## src/rtl/demux_1_8_v_cmpnt.sv

```systemverilog
// demux_1_8_v_cmpnt: registered 1:8 demux built from a tree of 1:2 cells.
// Define DEMUX_SEL_CHECK_EN to add o_sel_err and the reserved-select-bit check.
module demux_1_8_v_cmpnt #(
    parameter logic IDLE_LEVEL = 1'b0
) (
    input  logic       i_clk,
    input  logic       i_rst_n,
    input  logic       i_a,
    input  logic [7:0] i_sel_code,
`ifdef DEMUX_SEL_CHECK_EN
    output logic       o_sel_err,
`endif
    output logic [7:0] o_code
);
    logic [1:0] l1;
    logic [3:0] l2;
    logic [7:0] l3;
    // Each 1:2 cell passes its input to the selected branch and idles the other.
    assign l1[0] = i_sel_code[2] ? IDLE_LEVEL : i_a;
    assign l1[1] = i_sel_code[2] ? i_a : IDLE_LEVEL;
    for (genvar j = 0; j < 2; j++) begin : g_l2
        assign l2[2*j]   = i_sel_code[1] ? IDLE_LEVEL : l1[j];
        assign l2[2*j+1] = i_sel_code[1] ? l1[j] : IDLE_LEVEL;
    end
    for (genvar j = 0; j < 4; j++) begin : g_l3
        assign l3[2*j]   = i_sel_code[0] ? IDLE_LEVEL : l2[j];
        assign l3[2*j+1] = i_sel_code[0] ? l2[j] : IDLE_LEVEL;
    end
`ifdef DEMUX_SEL_CHECK_EN
    logic sel_err;
    assign sel_err = |i_sel_code[7:3];
    always_ff @(posedge i_clk or negedge i_rst_n) begin
        if (!i_rst_n) begin
            o_code    <= {8{IDLE_LEVEL}};
            o_sel_err <= 1'b0;
        end else begin
            o_code    <= sel_err ? {8{IDLE_LEVEL}} : l3;
            o_sel_err <= sel_err;
        end
    end
`else
    logic unused_sel;
    assign unused_sel = ^i_sel_code[7:3];
    always_ff @(posedge i_clk or negedge i_rst_n) begin
        if (!i_rst_n) o_code <= {8{IDLE_LEVEL}};
        else          o_code <= l3;
    end
`endif
endmodule

```

## config.mk

```make
export PLATFORM = sky130hd
export DESIGN_NAME = demux_1_8_v_cmpnt
export DESIGN_NICKNAME = d
export VERILOG_FILES = /design/src/rtl/demux_1_8_v_cmpnt.sv
export SDC_FILE = /design/constraint.sdc
export NUM_CORES = 1
export LEC_CHECK = 0
export CORE_AREA = 5 5 42 44
export DETAILED_ROUTE_END_ITERATION = 6
export DIE_AREA = 0 0 47 49
export SYNTH_ARGS = -nofsm -noshare
export SYNTH_HDL_FRONTEND = slang
export SYNTH_SLANG_ARGS = --single-unit
```

## constraint.sdc

```tcl
create_clock -name i_clk -period 1.18 [get_ports i_clk]
set_clock_uncertainty 0.05 [all_clocks]
set_input_delay 0.354 -clock i_clk [delete_from_list [all_inputs] [get_ports i_clk]]
set_output_delay 0.354 -clock i_clk [all_outputs]
set_load 0.01 [all_outputs]
```

After elaboration in Yosys (flattened, before gate mapping)
Cells that the tools add are included.
- multiplexer cells: 14
- operator list (cell ; count):
    1-bit 2-to-1 mux ; 14
- flip-flop bits (word level): 8
- output and inout bits: 8

Depth between registers and ports, before layout
- depth after elaboration: 3
- depth in mapped cells: 1
- gate-level depth less buffers: 1

Worst setup path after synthesis
Ideal clock, no wire load.
- path type: register -> output
- from: register o_code[0]
- to: output o_code[0]
- arrival time: 0.376 ns
- required time: 0.776 ns
- path slack: 0.400 ns
- stages on the path, launching flop included: 1
- path buffers: 0
- cell sequence: dfrtp_1
- RTL lines (element ; line ; text):
    start, declared ; 13 ; output logic [7:0] o_code
    start signal, assigned ; 45 ; if (!i_rst_n) o_code <= {8{IDLE_LEVEL}};
    start signal, assigned ; 46 ; else o_code <= l3;
No word-level cell between the ends.

Worst setup path in the final report
- from: register o_code[2]
- to: output o_code[2]
No word-level cell between the ends.

==> flow_summary.ini <==
[floorplanning]
start_util = 0.212
design.die.area_um2 = 2300
top_level_ports = 19
rows = 14
core_um2 = 1400
die_h_um = 49
dieWidth_um = 47

[synth]
yosys_warnings = 0
synth_fp_nets = 27
synth.avg_cell_area_um2 = 18.5
synth_seq_area_share = 0.675
ys_types = 5
ys_ff_latch = 8
netlist_area_um2 = 297
syn_inst = 16

[critical_path]
crit_path_start_kind = register
slowest_stage = dfrtp_1
worstPathCellList = buf_2
cp_max_fo = 1
cp-end-kind = primary output
path_class = register to primary output
crit_family = flip-flops
cp_num_buf_inv = 1
critical_path_arrival_ns = 0.75
max_stage_delay_ns = 0.36
cp.required_ns = 0.78

[global_route]
grt_pass1_vias = 234
gr-usage-all-layers = 0.0704
grt_overflow = 0
grt_pass1_wl_mm = 1.14
grt_max_degree = 9
antenna_found_initial = 0

[clock_tree]
htreeDepth = 1
clk_path_buf_depth = 2
cts_sinks = 8
path_clk_slew_ns = 0.05
numCtsBuffers = 3
cts_tree = yes
post-cts-setup-buffers = 0
cts_hold_buf = 0
cts_root_buffer = clkbuf_4

[sta]
slew_headroom = 0.765
drv_slew = 0
hold_slack_ns = 0.331
setup_viol = 0
rsz0062_at_grt = true
post-route-min-period_ns = 1.15
worst_pin_slew_ns = 0.351
layout_setup_ws_ns = 0.0308
fmax_mhz = 870
post-route-period-util = 0.974
hold_violations = 0

[power_and_ir_drop]
vdd_ir_drop_max_v = 0.000544
powerDensity_nw_per_um2 = 1230
p_leak_nw = 0.230

[worst_hold_path]
hold_class = input port to async pin

[detailed_routing]
num_vias = 210
met1Wirelength_um = 269
drcViolationCount = 0
ant_nets = 0
wl_met2_um = 251
wl_um = 628
vias_per_cell = 4.38
top_layer = met3
first_iter_violations = 2
firstDrtPassIters = 3
post_drt_wl_per_cell_um = 13.1
wl_met3_um = 108

[finish]
nFillCells = 154
largest_registers = o_code: 8 flops
insertedDiodeCount = 0
regMostFlops = o_code
largest_reg_flops = 8
finalNetCount = 45
syn2layout_area_growth_pct = 47.7
drive_above_1_share = 0.594

[run]
maxCapViolCount = 0

[placed_design]
io_buffers = 13
pre_cts_ws_ns = -0.211
gp_congestion = 0.668

[status]
status = finished clean
synthesized netlist by cell type:
cell      count  area share
dfrtp_1       8        0.68
and4b_2       3        0.11
and4bb_2      3        0.13
and4_2        1       0.034
nor4b_2       1       0.051
per-stage QoR:
stage	std cells	setup TNS [ns]	power (mW)	cell area, µm²	util
after CTS	48	0	0.549	429	0.306
after detailed placement	45	-2.00	0.350	447	0.319
after floorplan	16	0	0.303	297	-
after global routing	48	-0.00551	0.571	438	0.313
final	48	0	0.540	438	0.313
after global placement	45	-1.68	0.347	447	0.319
cells by family after synthesis:
family / Yosys count / share of synthesized area
flip-flops: 8 / 0.675
AND/OR/NAND/NOR: 8 / 0.325
final cells by class:
| cell class | instances | area (µm²) | share of cell area |
|---|---|---|---|
| multi-input cells | 8 | 96.3 | 0.220 |
| repair buffers | 13 | 98.8 | 0.226 |
| well taps | 16 | 20.0 | 0.0457 |
| clock buffers | 3 | 22.5 | 0.0514 |
| flip-flops and latches | 8 | 200 | 0.457 |
power breakdown:
group | leakage, nW | switching, mW | internal (mW)
combinational | 0.106 | 0.0258 | 0.0292
sequential | 0.110 | 0.00175 | 0.282
clock | 0.0138 | 0.0853 | 0.116
what timing repair did:
item                                    4_1_cts  5_1_grt
endpoints found under the setup margin        8        2
pin swaps                                     0        0
resized for setup                            32        2
cloned                                        0        0
cell usage in the layout, fill, tap and decap left out:
master and count:
dfrtp_1 8, buf_2 7, clkdlybuf4s50_1 4, and4bb_2 3, and4b_2 3, clkbuf_4 3
and4_2 1, nor4b_2 1, dlymetal6s2s_1 1, buf_6 1
routing by layer:
metal / global-route usage / vias to the layer above
li1: - / 100
met1: 0.0839 / 97
met2: 0.0928 / 13
met3: 0.0443 / 0
met4: 0.0415 / 0
met5: 0 / -
path summary, 6_finish.rpt:
| path | startpoint | endpoint | slack, ns | cells after the start |
|---|---|---|---|---|
| max in group asynchronous | i_rst_n | o_code[0] | 0.50 | 1 |
| min in group i_clk | i_sel_code[2] | o_code[0] | 0.41 | 2 |
| worst max-delay path | o_code[2] | o_code[2] | 0.03 | 1 |
| worst min-delay path | i_rst_n | o_code[3] | 0.33 | 1 |
No activity file was read; power rests on OpenSTA's default activity.
